`config.mk`:
```
export PLATFORM = sky130hd
export DESIGN_NAME = softex_addmul_issuer_flat
export DESIGN_NICKNAME = d
export VERILOG_FILES = /design/src/rtl/softex_addmul_issuer_if.sv /design/src/rtl/softex_addmul_issuer.sv /design/src/flat_wrapper.sv
export SDC_FILE = /design/constraint.sdc
export NUM_CORES = 1
export LEC_CHECK = 0
export BUFFER_PORTS_ARGS = -buffer_cell sky130_fd_sc_hd__buf_2
export CAP_MARGIN = 20
export CORE_UTILIZATION = 28
export DETAILED_ROUTE_END_ITERATION = 10
export PLACE_DENSITY = 0.73
export SYNTH_ARGS = -nofsm -noshare
export SYNTH_HDL_FRONTEND = slang
export SYNTH_SLANG_ARGS = --single-unit
export TNS_END_PERCENT = 10
```
`constraint.sdc`:
```
create_clock -name clk_i -period 2.5 [get_ports clk_i]
set_input_delay 0.125 -clock clk_i [delete_from_list [all_inputs] [get_ports clk_i]]
set_output_delay 0.125 -clock clk_i [all_outputs]
set_load 0.02 [all_outputs]
```
`src/rtl/softex_addmul_issuer_if.sv`:
```
// softex_addmul_issuer_if.sv
//
// Shared types and the stream channel used by the add/mul FMA issuer.
//
// softex_addmul_issuer_pkg
//   operation_t : FMA operation select (OP_ADD / OP_MUL).
//
// softex_addmul_issuer_if
//   Parameters:
//     WIDTH      : FP element width in bits.
//     VECT_WIDTH : elements per beat.
//     TAG_WIDTH  : requester tag width.
//   Signals:
//     valid, ready : beat handshake.
//     vect         : VECT_WIDTH x WIDTH element vector.
//     strb         : per-element strobe.
//     tag          : requester tag.
//   Modports:
//     master : produces the beat (drives valid/vect/strb/tag, samples ready).
//     slave  : consumes the beat (samples valid/vect/strb/tag, drives ready).
//
// The issuer is a slave on both requester streams (ADD, MUL) and a master
// on both FMA input channels (add, mul).

package softex_addmul_issuer_pkg;
  typedef enum logic {
    OP_ADD = 1'b0,
    OP_MUL = 1'b1
  } operation_t;
endpackage

interface softex_addmul_issuer_if #(
  parameter int unsigned WIDTH      = 16,
  parameter int unsigned VECT_WIDTH = 1,
  parameter int unsigned TAG_WIDTH  = 1
);
  logic                                valid;
  logic                                ready;
  logic [VECT_WIDTH-1:0][WIDTH-1:0]    vect;
  logic [VECT_WIDTH-1:0]               strb;
  logic [TAG_WIDTH-1:0]                tag;

  modport master (
    output valid,
    output vect,
    output strb,
    output tag,
    input  ready
  );

  modport slave (
    input  valid,
    input  vect,
    input  strb,
    input  tag,
    output ready
  );
endinterface

```
`src/rtl/softex_addmul_issuer.sv`:
```
// softex_addmul_issuer.sv
//
// Initiator-side issuer for the shared add/mul vector FMA. Arbitrates between
// the ADD and MUL requester streams, drives the FMA operation select and the
// per-channel beats, holds the two scalar operands, and bounds the number of
// beats outstanding inside the FMA with a completion-fed counter.
//
// Optional feature macro: SOFTEX_ADDMUL_ISSUER_RR_EN
//   defined   : round-robin arbitration in IDLE (pointer flips after each issue)
//   undefined : fixed priority, MUL over ADD; no pointer register
//
// Parameters:
//   WIDTH        : FP element width (must match the interface instances)
//   MAX_INFLIGHT : max beats outstanding in the FMA (>= 1)
//
// Ports:
//   clk_i, rst_i          : clock, asynchronous active-high reset
//   clear_i               : synchronous soft clear
//   add/mul_scal_wr_i     : scalar write strobes
//   add/mul_scal_wdata_i  : scalar write data
//   scal_wr_ready_o       : scalar writes accepted this cycle
//   a_if, m_if            : ADD / MUL requester streams (slave)
//   add_if, mul_if        : FMA add / mul input channels (master)
//   operation_o           : ADD/MUL select to the FMA
//   add/mul_scal_valid_o  : scalar valid flags
//   add/mul_scal_o        : held scalars
//   done_i                : one result beat retired by the FMA
//   inflight_o            : registered outstanding-beat count
//   idle_o                : IDLE, nothing in flight, no requester valid

module softex_addmul_issuer
  import softex_addmul_issuer_pkg::*;
#(
  parameter int unsigned WIDTH        = 16,
  parameter int unsigned MAX_INFLIGHT = 4
) (
  input  logic                                clk_i,
  input  logic                                rst_i,
  input  logic                                clear_i,

  input  logic                                add_scal_wr_i,
  input  logic                                mul_scal_wr_i,
  input  logic [WIDTH-1:0]                    add_scal_wdata_i,
  input  logic [WIDTH-1:0]                    mul_scal_wdata_i,
  output logic                                scal_wr_ready_o,

  softex_addmul_issuer_if.slave               a_if,
  softex_addmul_issuer_if.slave               m_if,
  softex_addmul_issuer_if.master              add_if,
  softex_addmul_issuer_if.master              mul_if,

  output operation_t                          operation_o,
  output logic                                add_scal_valid_o,
  output logic                                mul_scal_valid_o,
  output logic [WIDTH-1:0]                    add_scal_o,
  output logic [WIDTH-1:0]                    mul_scal_o,

  input  logic                                done_i,
  output logic [$clog2(MAX_INFLIGHT+1)-1:0]   inflight_o,
  output logic                                idle_o
);

  localparam int unsigned CNT_W = $clog2(MAX_INFLIGHT + 1);
  localparam logic [CNT_W-1:0] MAX_CNT = CNT_W'(MAX_INFLIGHT);

  typedef enum logic [1:0] {
    IDLE     = 2'd0,
    HOLD_ADD = 2'd1,
    HOLD_MUL = 2'd2
  } state_t;

  state_t             state_q, state_d;
  logic [CNT_W-1:0]   cnt_q, cnt_d;
  logic [WIDTH-1:0]   add_scal_q, add_scal_d;
  logic [WIDTH-1:0]   mul_scal_q, mul_scal_d;
  logic               add_scal_valid_q, add_scal_valid_d;
  logic               mul_scal_valid_q, mul_scal_valid_d;

  logic               cap_ok;
  logic               add_elig;
  logic               mul_elig;
  logic               grant_add;
  logic               grant_mul;
  logic               issue;
  operation_t         operation;
  logic               scal_wr_ready;

`ifdef SOFTEX_ADDMUL_ISSUER_RR_EN
  operation_t         rr_ptr_q, rr_ptr_d;
`endif

  // Room for one more beat, either because the pipeline is not full or
  // because a beat retires in the same cycle and frees its slot.
  assign cap_ok = (cnt_q < MAX_CNT) || done_i;

  // Grants are suppressed during clear so that no beat enters the FMA in a
  // cycle whose counter update is discarded by the clear.
  assign add_elig = a_if.valid && add_scal_valid_q && cap_ok && !clear_i;
  assign mul_elig = m_if.valid && mul_scal_valid_q && cap_ok && !clear_i;

  // Arbitration and FSM next state. In HOLD the granted op is frozen and the
  // other requester is ignored until the held beat is accepted.
  always_comb begin
    grant_add = 1'b0;
    grant_mul = 1'b0;
    operation = OP_ADD;
    state_d   = state_q;

    case (state_q)
      IDLE: begin
`ifdef SOFTEX_ADDMUL_ISSUER_RR_EN
        if (add_elig && mul_elig) begin
          grant_add = (rr_ptr_q == OP_ADD);
          grant_mul = (rr_ptr_q == OP_MUL);
        end else begin
          grant_add = add_elig;
          grant_mul = mul_elig;
        end
`else
        grant_mul = mul_elig;
        grant_add = add_elig && !mul_elig;
`endif
        operation = grant_mul ? OP_MUL : OP_ADD;
      end
      HOLD_ADD: begin
        grant_add = a_if.valid && !clear_i;
        operation = OP_ADD;
      end
      HOLD_MUL: begin
        grant_mul = m_if.valid && !clear_i;
        operation = OP_MUL;
      end
      default: begin
        operation = OP_ADD;
      end
    endcase

    issue = (grant_add && add_if.ready) || (grant_mul && mul_if.ready);

    case (state_q)
      IDLE: begin
        if (grant_add && !add_if.ready) begin
          state_d = HOLD_ADD;
        end else if (grant_mul && !mul_if.ready) begin
          state_d = HOLD_MUL;
        end
      end
      HOLD_ADD, HOLD_MUL: begin
        if (issue) begin
          state_d = IDLE;
        end
      end
      default: begin
        state_d = IDLE;
      end
    endcase

    if (clear_i) begin
      state_d = IDLE;
    end
  end

  // Outstanding-beat counter. A done_i with nothing outstanding is ignored.
  always_comb begin
    cnt_d = cnt_q;
    if (issue && !(done_i && (cnt_q != '0))) begin
      cnt_d = cnt_q + 1'b1;
    end else if (!issue && done_i && (cnt_q != '0)) begin
      cnt_d = cnt_q - 1'b1;
    end
    if (clear_i) begin
      cnt_d = '0;
    end
  end

  // Scalars may only change when the FMA holds no beat that could still be
  // using them and nothing enters it this cycle.
  assign scal_wr_ready = (state_q == IDLE) && (cnt_q == '0) && !issue;

  always_comb begin
    add_scal_d       = add_scal_q;
    mul_scal_d       = mul_scal_q;
    add_scal_valid_d = add_scal_valid_q;
    mul_scal_valid_d = mul_scal_valid_q;
    if (scal_wr_ready && add_scal_wr_i) begin
      add_scal_d       = add_scal_wdata_i;
      add_scal_valid_d = 1'b1;
    end
    if (scal_wr_ready && mul_scal_wr_i) begin
      mul_scal_d       = mul_scal_wdata_i;
      mul_scal_valid_d = 1'b1;
    end
    if (clear_i) begin
      add_scal_valid_d = 1'b0;
      mul_scal_valid_d = 1'b0;
    end
  end

`ifdef SOFTEX_ADDMUL_ISSUER_RR_EN
  // The pointer names the op that wins the next tie: the one not just issued.
  always_comb begin
    rr_ptr_d = rr_ptr_q;
    if (issue) begin
      rr_ptr_d = (operation == OP_ADD) ? OP_MUL : OP_ADD;
    end
    if (clear_i) begin
      rr_ptr_d = OP_ADD;
    end
  end

  always_ff @(posedge clk_i or posedge rst_i) begin
    if (rst_i) begin
      rr_ptr_q <= OP_ADD;
    end else begin
      rr_ptr_q <= rr_ptr_d;
    end
  end
`endif

  always_ff @(posedge clk_i or posedge rst_i) begin
    if (rst_i) begin
      state_q          <= IDLE;
      cnt_q            <= '0;
      add_scal_q       <= '0;
      mul_scal_q       <= '0;
      add_scal_valid_q <= 1'b0;
      mul_scal_valid_q <= 1'b0;
    end else begin
      state_q          <= state_d;
      cnt_q            <= cnt_d;
      add_scal_q       <= add_scal_d;
      mul_scal_q       <= mul_scal_d;
      add_scal_valid_q <= add_scal_valid_d;
      mul_scal_valid_q <= mul_scal_valid_d;
    end
  end

  // FMA channels: data is forwarded unconditionally, valid only when granted.
  assign add_if.valid = grant_add;
  assign add_if.vect  = a_if.vect;
  assign add_if.strb  = a_if.strb;
  assign add_if.tag   = a_if.tag;

  assign mul_if.valid = grant_mul;
  assign mul_if.vect  = m_if.vect;
  assign mul_if.strb  = m_if.strb;
  assign mul_if.tag   = m_if.tag;

  assign a_if.ready = grant_add && add_if.ready;
  assign m_if.ready = grant_mul && mul_if.ready;

  assign operation_o      = operation;
  assign scal_wr_ready_o  = scal_wr_ready;
  assign add_scal_o       = add_scal_q;
  assign mul_scal_o       = mul_scal_q;
  assign add_scal_valid_o = add_scal_valid_q;
  assign mul_scal_valid_o = mul_scal_valid_q;
  assign inflight_o       = cnt_q;
  assign idle_o           = (state_q == IDLE) && (cnt_q == '0) &&
                            !a_if.valid && !m_if.valid;

endmodule
```
`src/flat_wrapper.sv`:
```
// flat-port wrapper written by rule: the top's interface ports become plain ports
module softex_addmul_issuer_flat import softex_addmul_issuer_pkg::*;
#(
  parameter int unsigned WIDTH        = 16,
  parameter int unsigned MAX_INFLIGHT = 4
)
  (clk_i, rst_i, clear_i, add_scal_wr_i, mul_scal_wr_i, add_scal_wdata_i, mul_scal_wdata_i, scal_wr_ready_o, operation_o, add_scal_valid_o, mul_scal_valid_o, add_scal_o, mul_scal_o, done_i, inflight_o, idle_o, a_if_valid, a_if_vect, a_if_strb, a_if_tag, a_if_ready, m_if_valid, m_if_vect, m_if_strb, m_if_tag, m_if_ready, add_if_valid, add_if_vect, add_if_strb, add_if_tag, add_if_ready, mul_if_valid, mul_if_vect, mul_if_strb, mul_if_tag, mul_if_ready);
  softex_addmul_issuer_if #(.WIDTH(WIDTH)) a_if_i ();
  softex_addmul_issuer_if #(.WIDTH(WIDTH)) m_if_i ();
  softex_addmul_issuer_if #(.WIDTH(WIDTH)) add_if_i ();
  softex_addmul_issuer_if #(.WIDTH(WIDTH)) mul_if_i ();
  input  logic clk_i;
  input  logic rst_i;
  input  logic clear_i;
  input  logic add_scal_wr_i;
  input  logic mul_scal_wr_i;
  input  logic [WIDTH-1:0] add_scal_wdata_i;
  input  logic [WIDTH-1:0] mul_scal_wdata_i;
  output logic scal_wr_ready_o;
  output operation_t operation_o;
  output logic add_scal_valid_o;
  output logic mul_scal_valid_o;
  output logic [WIDTH-1:0] add_scal_o;
  output logic [WIDTH-1:0] mul_scal_o;
  input  logic done_i;
  output logic [$clog2(MAX_INFLIGHT+1)-1:0] inflight_o;
  output logic idle_o;
  input wire logic [$bits(a_if_i.valid)-1:0] a_if_valid;
  input wire logic [$bits(a_if_i.vect)-1:0] a_if_vect;
  input wire logic [$bits(a_if_i.strb)-1:0] a_if_strb;
  input wire logic [$bits(a_if_i.tag)-1:0] a_if_tag;
  output wire logic [$bits(a_if_i.ready)-1:0] a_if_ready;
  input wire logic [$bits(m_if_i.valid)-1:0] m_if_valid;
  input wire logic [$bits(m_if_i.vect)-1:0] m_if_vect;
  input wire logic [$bits(m_if_i.strb)-1:0] m_if_strb;
  input wire logic [$bits(m_if_i.tag)-1:0] m_if_tag;
  output wire logic [$bits(m_if_i.ready)-1:0] m_if_ready;
  output wire logic [$bits(add_if_i.valid)-1:0] add_if_valid;
  output wire logic [$bits(add_if_i.vect)-1:0] add_if_vect;
  output wire logic [$bits(add_if_i.strb)-1:0] add_if_strb;
  output wire logic [$bits(add_if_i.tag)-1:0] add_if_tag;
  input wire logic [$bits(add_if_i.ready)-1:0] add_if_ready;
  output wire logic [$bits(mul_if_i.valid)-1:0] mul_if_valid;
  output wire logic [$bits(mul_if_i.vect)-1:0] mul_if_vect;
  output wire logic [$bits(mul_if_i.strb)-1:0] mul_if_strb;
  output wire logic [$bits(mul_if_i.tag)-1:0] mul_if_tag;
  input wire logic [$bits(mul_if_i.ready)-1:0] mul_if_ready;
  assign a_if_i.valid = a_if_valid;
  assign a_if_i.vect = a_if_vect;
  assign a_if_i.strb = a_if_strb;
  assign a_if_i.tag = a_if_tag;
  assign a_if_ready = a_if_i.ready;
  assign m_if_i.valid = m_if_valid;
  assign m_if_i.vect = m_if_vect;
  assign m_if_i.strb = m_if_strb;
  assign m_if_i.tag = m_if_tag;
  assign m_if_ready = m_if_i.ready;
  assign add_if_valid = add_if_i.valid;
  assign add_if_vect = add_if_i.vect;
  assign add_if_strb = add_if_i.strb;
  assign add_if_tag = add_if_i.tag;
  assign add_if_i.ready = add_if_ready;
  assign mul_if_valid = mul_if_i.valid;
  assign mul_if_vect = mul_if_i.vect;
  assign mul_if_strb = mul_if_i.strb;
  assign mul_if_tag = mul_if_i.tag;
  assign mul_if_i.ready = mul_if_ready;
  softex_addmul_issuer #(.WIDTH(WIDTH), .MAX_INFLIGHT(MAX_INFLIGHT)) u_core (.clk_i(clk_i), .rst_i(rst_i), .clear_i(clear_i), .add_scal_wr_i(add_scal_wr_i), .mul_scal_wr_i(mul_scal_wr_i), .add_scal_wdata_i(add_scal_wdata_i), .mul_scal_wdata_i(mul_scal_wdata_i), .scal_wr_ready_o(scal_wr_ready_o), .a_if(a_if_i), .m_if(m_if_i), .add_if(add_if_i), .mul_if(mul_if_i), .operation_o(operation_o), .add_scal_valid_o(add_scal_valid_o), .mul_scal_valid_o(mul_scal_valid_o), .add_scal_o(add_scal_o), .mul_scal_o(mul_scal_o), .done_i(done_i), .inflight_o(inflight_o), .idle_o(idle_o));
endmodule
```
==> run_results.csv, run 1 <==
group,metric,value,unit
global_route,grt_start_max_net_pins,25,
power,peakVddDrop,479,uV
synth,avgSynthCellArea,12.5,um^2
floorplan,dieArea,0.00820,mm^2
synth,synth_top_family_by_area,"multiplexers",
global_route,grt_antenna_before_repair,0,
placement,place_inst,328,
finish,diodes,0,
synth,synth-simple-area-share,9.86,%
synth,synth-adder-area-share,2.62,%
floorplan,die-width,90.6,um
synth,synth_cell_types,36,
worst_setup_path,end_kind,"register",
synth,synth_compound_area_share,5.93,%
sta,report.final.slew_viol_count,0,
sta,rsz0062_at_grt,"no",
placement,post_dp_cell_area,0.00253,mm^2
synth,ys_ff_latch,39,
detailed_routing,wl,4740,um
sta,post-route-period-util,95.9,%
synth,synth_xor_area_share,0.741,%
detailed_routing,postRouteAntennaNets,0,
worst_setup_path,cp_slowest_cell,"dfrtp_1",
clocking,clk_pin_slew,0.08,ns
power,leakagePower,1.33,nW
sta,worst_pin_slew,0.514,ns
sta,hold-worst-slack,0.0676,ns
floorplan,ios,158,
clocking,clockBufferDepth,2,
worst_setup_path,crit-reg2reg-launch,"u_core.state_q[0]",
global_route,grt_pass1_wl,7420,um
synth,syn-cell-area,0.00220,mm^2
worst_setup_path,slowest_delay,0.40,ns
clocking,cts_buffers,5,
clocking,clockRootBuffer,"clkbuf_8",
placement,port_buffers,85,
placement,dp_worst_setup_slack,0.0570,ns
synth,yosysSeqAreaShare,44.4,%
finish,fill_cells,732,
floorplan,start_util,29.6,%
finish,layout-drive-gt1-share,60.8,%
worst_setup_path,critPathKind,"register to register",
sta,slew_headroom,65.7,%
finish,multi_input_area,900,um^2
power,p_per_area,1300,mW/mm^2
run,maxCapViolCount,0,
sta,finalSetupViolCount,0,
clocking,cts_tree,"done",
status,status,"completed",
floorplan,die_h,90.6,um
synth,synthFlopType,"dfrtp_1",
worst_setup_path,r2r-end,"u_core.inflight_o[2]",
clocking,htreeDepth,2,
detailed_routing,num_vias,1515,
worst_setup_path,required,2.67,ns
finish,layout.nets,321,
floorplan,rows,31,
finish,final_common_cell,"buf_2",
sta,final.setup.worst_slack,0.103,ns
clocking,clock-sinks,39,
global_route,grt_pass1_vias,1532,
placement,hpwl,3600,um
synth,synth.mux.area_fraction,21.5,%
detailed_routing,vias_per_cell,4.47,
clocking,clock_latency,0.28,ns
detailed_routing,first_iter_violations,45,
worst_setup_path,crit_arrival,2.57,ns
finish,stdcell_area,0.00269,mm^2
placement,gp_congestion,0.804,
worst_setup_path,crit_end,"u_core.inflight_o[2]",
finish,seq_area,977,um^2
detailed_routing,first_pass_iters,4,
finish,layout_common_cells,"buf_2, dfrtp_1, mux2_4, mux2_2, nor2_1",
worst_setup_path,rr_worst_depth,10,
worst_setup_path,crit_fanout,4,
synth,ys_warn_count,0,
detailed_routing,wl_per_cell,14.0,um
synth,synth_cells,176,
worst_setup_path,cp_cell_sequence,"inv_1 > ha_2 > and4b_1 > a41o_1 > a21oi_4 > nor2_1 > fa_2 > and2_1 > mux2i_1 > mux2_1",
sta,fin_skew,0.00598,ns
worst_setup_path,startpoint_type,"register",
worst_setup_path,cp-startpoint,"u_core.state_q[0]",
floorplan,coreArea,0.00741,mm^2
finish,final_cells,339,
synth,async_flop_share,100,%
synth,syn_nets,258,
sta,min_period,2.40,ns
synth,synth_edf_count,0,
finish,area_growth,22.4,%
hold_path,hold_path.class,"primary input to register",
global_route,global_route.usage.total,11.5,%
finish,fin_util,36.3,%
global_route,grt_overflow,0,
sta,finalHoldViolCount,0,
detailed_routing,drcViolationCount,0,
sta,fmax,417,MHz
worst_setup_path,r2r_slack,0.10,ns
layout make-up:
cell class                 instances  share of cell area, %
tap                               99                   4.61
clock buffer                       6                   3.07
timing repair buffer              96                   20.2
inverter                           7                  0.978
sequential                        39                   36.4
clock inverter                     2                   1.30
multi-input combinational         90                   33.5
worst min-delay path by stage:
stage,from,depth (start not counted),end
after CTS,add_scal_wdata_i[1],2,u_core.add_scal_o[1]
after global routing,add_scal_wdata_i[7],2,u_core.add_scal_o[7]
after floorplan,add_scal_wdata_i[1],1,u_core.add_scal_o[1]
after detailed placement,a_if_tag,0,add_if_tag
after global placement,a_if_tag,0,add_if_tag
final,add_scal_wdata_i[1],2,u_core.add_scal_o[1]
critical path: cells and delay by family, from the launching register on:
| family | cells | cell delay [ns] |
|---|---|---|
| AOI/OAI and AO/OA | 2 | 0.36 |
| adders and majority gates | 2 | 0.55 |
| buffers and inverters | 1 | 0.08 |
| DFF | 1 | 0.40 |
| muxes | 2 | 0.49 |
| and+or+nand+nor | 3 | 0.40 |
cell usage after synthesis (2+ instances only):
| library cell | count | share of area, % |
|---|---|---|
| buf_4 | 36 | 12 |
| nand2_1 | 3 | 0.51 |
| nand4b_1 | 2 | 0.80 |
| nor3_1 | 3 | 0.68 |
| mux2_1 | 3 | 1.5 |
| ha_1 | 3 | 1.7 |
| nand2b_1 | 3 | 0.85 |
| and2_1 | 2 | 0.57 |
| a211oi_4 | 2 | 1.8 |
| dfrtp_1 | 39 | 44 |
| buf_6 | 2 | 1.0 |
| mux2_2 | 14 | 7.2 |
| mux2_4 | 18 | 12 |
| inv_1 | 7 | 1.2 |
| nor2b_1 | 4 | 1.1 |
| nor2_1 | 13 | 2.2 |
| nand3_1 | 3 | 0.68 |
registers in the layout (all words and copies together) (netlist names):
name	count
u_core.state_q	2
u_core.mul_scal_o	16
u_core.mul_scal_valid_o	1
u_core.add_scal_valid_o	1
u_core.add_scal_o	16
u_core.inflight_o	3
metal layers:
| layer | vias to the layer above | track usage (%) | part of all wire, % |
|---|---|---|---|
| li1 | 685 | - | - |
| met1 | 741 | 13.4 | 41 |
| met2 | 77 | 19.1 | 49 |
| met3 | 12 | 3.37 | 8.0 |
| met4 | 0 | 5.51 | 1.7 |
| met5 | - | 0 | 0 |
cell families after synthesis:
family / after synthesis
buffers and inverters: 47
and+or+nand+nor: 39
DFF: 39
muxes: 36
AOI/OAI and AO/OA: 10
adders and majority gates: 4
xor gates and xnor gates: 1
stage by stage:
step | power, mW | TNS [ns]
6_report | 3.49 | 0
5_1_grt | 3.70 | 0
4_1_cts | 3.54 | 0
3_5_place_dp | 2.98 | 0
3_3_place_gp | 2.93 | 0
2_1_floorplan | 2.45 | -0.0286
repair_timing:
action	in CTS	in global routing
hold buffers	0	1
endpoints found under the hold margin	0	10
gates resized for setup	0	2
endpoints found under the setup margin	0	1
setup buffers	0	1
where the power goes:
group	total [mW]	switching [mW]	internal, mW
Sequential	1.11	0.172	0.935
Clock	0.536	0.213	0.323
Combinational	1.85	0.964	0.888
Note: power is estimated with default switching activity, not from simulation.
==> run 2: changes to the inputs <==
--- a/config.mk
+++ b/config.mk
@@ -5,6 +5,7 @@
 export SDC_FILE = /design/constraint.sdc
 export NUM_CORES = 1
 export LEC_CHECK = 0
+export ABC_AREA = 1
 export BUFFER_PORTS_ARGS = -buffer_cell sky130_fd_sc_hd__buf_2
 export CAP_MARGIN = 20
 export CORE_UTILIZATION = 28
==> run 2 against run 1 <==
Routed wire length is 3.6% lower. First-iteration DRC count is 11% lower. Critical endpoint is now u_core.inflight_o[1]. Total power is 12% lower. Worst setup slack better by 0.26 ns. Synthesized area is 1.4% lower. Via count is 11% higher. Global-route usage is 0.54 points higher. Highest routed layer unchanged. Cell area is 5.7% lower. Non-clock buffer count is 9 lower. Count of clock-buffer cells in the layout stayed put. Critical path type unchanged.
==> run_results.csv, run 2 <==
group,metric,value,unit
synth,syn_nets,339,
global_route,grt_overflow,0,
floorplan,start_util,29.4,%
power,switching_share,44.3,%
synth,synth_top_area_share,45.1,%
finish,area_growth,17.0,%
finish,final_common_cell,"nand2_1",
power,pwr-share-comb,47.4,%
run,maxCapViolCount,0,
worst_setup_path,required,2.70,ns
synth,yosysSeqAreaShare,45.1,%
synth,synthFlopType,"dfrtp_1",
finish,final_cells,411,
floorplan,dieArea,0.00809,mm^2
power,peakVddDrop,474,uV
sta,slew_headroom,38.4,%
detailed_routing,vias_per_cell,4.09,
worst_setup_path,startpoint_type,"register",
synth,synth_top_family_by_area,"simple AND/OR/NAND/NOR gates",
power,pwr-share-seq,34.8,%
floorplan,coreArea,0.00737,mm^2
synth,netlist_top_cells_count,"nand2_1, dfrtp_1, buf_4",
floorplan,die_h,90.0,um
placement,gp_congestion,0.840,
sta,min_period,2.13,ns
finish,multi_input_area,776,um^2
worst_setup_path,slowest_delay,0.40,ns
sta,rsz0062_at_grt,"no",
placement,port_buffers,85,
worst_setup_path,crit_arrival,2.33,ns
global_route,grt_start_max_net_pins,26,
sta,report.final.slew_viol_count,0,
placement,place_inst,402,
clocking,clockRootBuffer,"clkbuf_8",
detailed_routing,wl,4570,um
status,status,"completed",
finish,seq_area,976,um^2
global_route,grt_pass1_wl,7810,um
worst_setup_path,path_delay_family,"simple AND/OR/NAND/NOR gates",
worst_setup_path,crit_fanout,6,
floorplan,die-width,90.0,um
clocking,cts_buffers,5,
global_route,global_route.usage.total,12.0,%
sta,fmax,469,MHz
clocking,clock_latency,0.29,ns
global_route,grt_antenna_before_repair,0,
sta,finalHoldViolCount,0,
detailed_routing,first_pass_iters,4,
power,p_int,1.72,mW
synth,synth_cells,257,
sta,post-route-period-util,85.3,%
power,finalPower,3.09,mW
worst_setup_path,critPathKind,"register to register",
sta,worst_pin_slew,0.919,ns
synth,async_flop_share,100,%
worst_setup_path,end_kind,"register",
synth,ys_ff_latch,39,
synth,synth_compound_area_share,1.62,%
detailed_routing,first_iter_violations,40,
clocking,cts_tree,"done",
detailed_routing,drcViolationCount,0,
finish,fill_cells,798,
worst_setup_path,cp_cell_sequence,"inv_1 > ha_1 > nand2_1 > inv_1 > nand4_2 > nand2_4 > nand2_4 > nand2_8 > nand2_2 > inv_1 > fa_1 > nor2_1 > nand2_1 > o21ai_0",
finish,layout-drive-gt1-share,38.8,%
synth,ys_warn_count,0,
synth,avgSynthCellArea,8.43,um^2
worst_setup_path,r2r_slack,0.37,ns
placement,hpwl,3390,um
finish,layout.nets,393,
synth,synth_xor_area_share,0,%
detailed_routing,num_vias,1681,
power,p_clk_share,17.9,%
clocking,clock-sinks,39,
sta,fin_tns_setup,0,ns
worst_setup_path,cp_num_buf_inv,3,
synth,yosysMostFrequentCell,"nand2_1",
hold_path,hold_path.class,"primary input to register",
sta,hold-worst-slack,0.0234,ns
global_route,grt_pass1_vias,1641,
worst_setup_path,worst_path_most_repeated_cell,"inv_1",
finish,diodes,0,
synth,synth-simple-area-share,31.5,%
detailed_routing,wl_per_cell,11.1,um
clocking,clk_pin_slew,0.08,ns
clocking,htreeDepth,2,
power,p_per_area,1220,mW/mm^2
worst_setup_path,cp_slowest_cell,"dfrtp_1",
power,p_switching,1.37,mW
floorplan,ios,158,
synth,synth_area_leaders,"dfrtp_1, nand2_1, buf_4",
synth,synth.largest_area_cell,"dfrtp_1",
clocking,ctsResizeCount,0,
synth,synth.mux.area_fraction,0,%
synth,syn-cell-area,0.00217,mm^2
sta,final.setup.worst_slack,0.367,ns
detailed_routing,postRouteAntennaNets,0,
finish,layout_common_cells,"nand2_1, buf_2, dfrtp_1, inv_1, nand2_2",
clocking,clockBufferDepth,2,
synth,synth-adder-area-share,2.66,%
placement,dp_worst_setup_slack,0.375,ns
power,leakagePower,1.50,nW
sta,finalSetupViolCount,0,
floorplan,rows,31,
synth,synth_edf_count,0,
sta,fin_skew,0.00692,ns
synth,synth_cell_types,25,
==> run 2: cell count changes in the layout (fill, tap and decap cells not counted), moves of 4 or more <==
cell     previous run  this run
nand2_2             0        12
buf_4               7         1
inv_1               7        20
nand2_1             3        99
nor2b_1             4         0
nor2_1             13         7
nand3_1             3        10
nand2_4             0         5
mux2_4             18         0
mux2_2             14         0
==> run 2: power groups by stage <==
stage	Combinational [mW]	Clock [mW]	Sequential [mW]
floorplan	0.801	0	1.41
global placement	1.45	0	1.08
detailed placement	1.50	0	1.08
CTS	1.49	0.580	1.08
global route	1.62	0.613	1.11
finish	1.46	0.551	1.07
==> run 2: final cells by class <==
cell class | count | area share, %
clock buffers | 6 | 3.26
clock inverters | 2 | 1.38
inverters | 24 | 3.85
multi-input cells | 154 | 30.6
flip-flops and latches | 39 | 38.5
well taps | 99 | 4.89
repair buffers | 87 | 17.5
==> run 2: final timing paths <==
kind,from,end,cells past startpoint
min in group asynchronous,rst_i,u_core.add_scal_o[15],3
min,add_scal_wdata_i[4],u_core.add_scal_o[4],3
max reg2reg,u_core.state_q[0],u_core.inflight_o[1],14
min reg2reg,u_core.mul_scal_o[14],u_core.mul_scal_o[14],2
max,u_core.state_q[0],u_core.inflight_o[1],14
max in group asynchronous,rst_i,u_core.add_scal_o[11],4
==> run 2: per-layer routing <==
| metal | global-route usage (%) | up-vias | wire length, um |
|---|---|---|---|
| li1 | - | 848 | - |
| met1 | 15.7 | 745 | 2110 |
| met2 | 18.5 | 75 | 2040 |
| met3 | 3.30 | 13 | 339 |
| met4 | 5.38 | 0 | 80 |
| met5 | 0 | - | 0 |
==> run 2: stage by stage <==
step,util [%],area (um^2)
floorplan,-,2170
global placement,32.6,2410
detailed placement,32.6,2410
CTS,34.4,2530
global route,34.4,2530
finish,34.4,2530
==> run 2: worst register-to-register path, cell delays in order (launching register included) <==
cell,delay (ns)
dfrtp_1,0.40
inv_1,0.09
ha_1,0.25
nand2_1,0.08
inv_1,0.06
nand4_2,0.12
nand2_4,0.11
nand2_4,0.08
nand2_8,0.09
nand2_2,0.09
inv_1,0.08
fa_1,0.40
nor2_1,0.09
nand2_1,0.05
o21ai_0,0.07
==> run 2: cells by family after synthesis <==
kind of cell | count (synthesis)
fa+ha+maj | 4
buf+inv | 64
flops | 39
simple gates | 143
compound gates | 7
==> run 2: repair_timing <==
item | in CTS | in global routing
endpoints found under the hold margin | 24 | 0
buffers inserted | 0 | 0
hold buffers | 1 | 0
==> run 3: changes to the inputs <==
--- a/config.mk
+++ b/config.mk
@@ -8,9 +8,10 @@
 export ABC_AREA = 1
 export BUFFER_PORTS_ARGS = -buffer_cell sky130_fd_sc_hd__buf_2
 export CAP_MARGIN = 20
+export CORE_MARGIN = 2
 export CORE_UTILIZATION = 28
 export DETAILED_ROUTE_END_ITERATION = 10
-export PLACE_DENSITY = 0.73
+export PLACE_DENSITY = 0.71
 export SYNTH_ARGS = -nofsm -noshare
 export SYNTH_HDL_FRONTEND = slang
 export SYNTH_SLANG_ARGS = --single-unit
==> constraint.sdc (replaced) <==
create_clock -name clk_i -period 2.19 [get_ports clk_i]
set_input_delay 0.1095 -clock clk_i [delete_from_list [all_inputs] [get_ports clk_i]]
set_output_delay 0.1095 -clock clk_i [all_outputs]
set_load 0.02 [all_outputs]
==> run 3 against run 2 <==
Clock skew up 0.0045 ns. Cell area up 3.5%. Critical path type unchanged. Via count up 4.3%. Global-route usage down 0.64 points. Non-clock buffer count up 10. Die area up 4.5%. Critical path depth unchanged. Sequential share of layout area down 1.3 points. First-iteration DRC count up 18%. Count of clock-buffer cells in the layout down 1.
==> run_results.csv, run 3 (synthesis gave the netlist of run 2 again) <==
group,metric,value,unit
power,peakVddDrop,506,uV
clocking,clock-sinks,39,
power,finalPower,3.45,mW
worst_setup_path,r2r_slack,0.12,ns
floorplan,die_h,92.0,um
floorplan,start_util,28.5,%
finish,final_common_cell,"nand2_1",
finish,layout.nets,403,
hold_path,hold_path.class,"primary input to register",
clocking,clockRootBuffer,"clkbuf_8",
floorplan,dieArea,0.00845,mm^2
detailed_routing,postRouteAntennaNets,0,
sta,slew_headroom,67.2,%
placement,gp_congestion,0.832,
sta,fmax,484,MHz
finish,area_growth,21.1,%
finish,layout-drive-gt1-share,39.1,%
placement,port_buffers,85,
worst_setup_path,critPathKind,"register to register",
detailed_routing,first_iter_violations,47,
sta,min_period,2.07,ns
worst_setup_path,rr_worst_depth,14,
placement,place_inst,405,
sta,hold-worst-slack,0.00915,ns
finish,layout_common_cells,"nand2_1, buf_2, dfrtp_1, inv_1, nand2_2",
worst_setup_path,crit_arrival,2.27,ns
power,p_per_area,1320,mW/mm^2
clocking,htreeDepth,2,
detailed_routing,vias_per_cell,4.13,
sta,worst_pin_slew,0.492,ns
worst_setup_path,cp-startpoint,"u_core.state_q[0]",
placement,hpwl,3470,um
status,status,"completed",
clocking,cts_tree,"done",
hold_path,hold_path.startpoint,"add_scal_wdata_i[8]",
clocking,clock_latency,0.29,ns
clocking,clk_pin_slew,0.09,ns
finish,final_cells,424,
global_route,grt_start_max_net_pins,40,
hold_path,min_to,"u_core.add_scal_o[8]",
run,maxCapViolCount,0,
sta,fin_tns_setup,0,ns
sta,finalHoldViolCount,0,
clocking,clockBufferDepth,2,
sta,rsz0062_at_grt,"no",
sta,finalSetupViolCount,0,
finish,fin_util,34.5,%
detailed_routing,first_pass_iters,4,
worst_setup_path,path_delay_family,"simple AND/OR/NAND/NOR gates",
detailed_routing,wl,4690,um
global_route,grt_overflow,0,
floorplan,ios,158,
worst_setup_path,end_kind,"register",
detailed_routing,drcViolationCount,0,
floorplan,rows,32,
finish,fill_cells,815,
sta,fin_skew,0.0114,ns
worst_setup_path,cp_num_buf_inv,3,
clocking,cts_buffers,5,
global_route,grt_pass1_wl,7780,um
finish,diodes,0,
floorplan,die-width,92.0,um
worst_setup_path,crit_fanout,6,
global_route,global_route.usage.total,11.4,%
sta,report.final.slew_viol_count,0,
worst_setup_path,cp_cell_sequence,"inv_2 > ha_4 > nand2_1 > inv_1 > nand4_2 > nand2_4 > nand2_4 > nand2_8 > nand2_2 > inv_2 > fa_1 > nor2_1 > nand2_1 > o21ai_0",
floorplan,coreArea,0.00761,mm^2
sta,post-route-period-util,94.4,%
worst_setup_path,startpoint_type,"register",
worst_setup_path,required,2.39,ns
power,leakagePower,1.52,nW
detailed_routing,wl_per_cell,11.1,um
hold_path,min_delay_path_depth,3,
global_route,grt_antenna_before_repair,0,
worst_setup_path,slowest_delay,0.41,ns
worst_setup_path,cp_slowest_cell,"dfrtp_1",
detailed_routing,num_vias,1753,
worst_setup_path,crit-reg2reg-launch,"u_core.state_q[0]",
global_route,grt_pass1_vias,1690,
worst_setup_path,r2r-end,"u_core.inflight_o[1]",
## run 3: changes by cell type in the layout (fill, tap and decap cells not counted), moves of 2 or more
cell	previous run	this run
clkinvlp_4	0	2
dlygate4sd3_1	1	10
inv_1	20	17
inv_2	1	4
## run 3: per-stage QoR
step	instance area, um^2	setup WS [ns]
floorplan	2170	0.174
global placement	2410	0.190
detailed placement	2410	0.0125
CTS	2600	0.00104
global route	2620	0.00593
finish	2620	0.123
## run 3: repair_timing
item	4_1_cts	5_1_grt
buffers inserted	0	1
hold buffers	10	0
endpoints found under the setup margin	0	2
endpoints found under the hold margin	48	0
resized for setup	0	5
## run 3: final cells by class
| class | instances | area, um^2 | share of cell area [%] |
|---|---|---|---|
| clock inverters | 3 | 23.8 | 0.906 |
| inverters | 24 | 97.6 | 3.72 |
| multi-input cells | 154 | 788 | 30.1 |
| clock buffers | 5 | 68.8 | 2.62 |
| well taps | 102 | 128 | 4.87 |
| flip-flops and latches | 39 | 976 | 37.2 |
| repair buffers | 97 | 541 | 20.6 |
## run 3: worst max path at each step
stage                                       to  slack, ns  cells past startpoint
after floorplan           u_core.inflight_o[1]       0.17                     14
after global placement    u_core.inflight_o[1]       0.19                     14
after detailed placement  u_core.inflight_o[1]       0.01                     14
after CTS                 u_core.inflight_o[1]      0.001                     14
after global routing      u_core.inflight_o[1]      0.006                     14
final                     u_core.inflight_o[1]       0.12                     14
## run 3: routing by layer
layer  GRT usage [%]  vias up  share of wire, %
li1                -      872                 -
met1            14.6      794                45
met2            19.0       74                47
met3            2.79       13               6.5
met4            3.23        0               1.6
met5               0        -                 0
## run 3: worst min-delay path, cell delays in order
cell and delay (ns):
buf_2 0.07, nand2_1 0.04, nand2_1 0.05
## run 3: report_power, final
part	switching [mW]	total [mW]	internal, mW
registers	0.188	1.23	1.04
logic	1.14	1.72	0.581
clock network	0.274	0.502	0.228
total	1.60	3.45	1.85
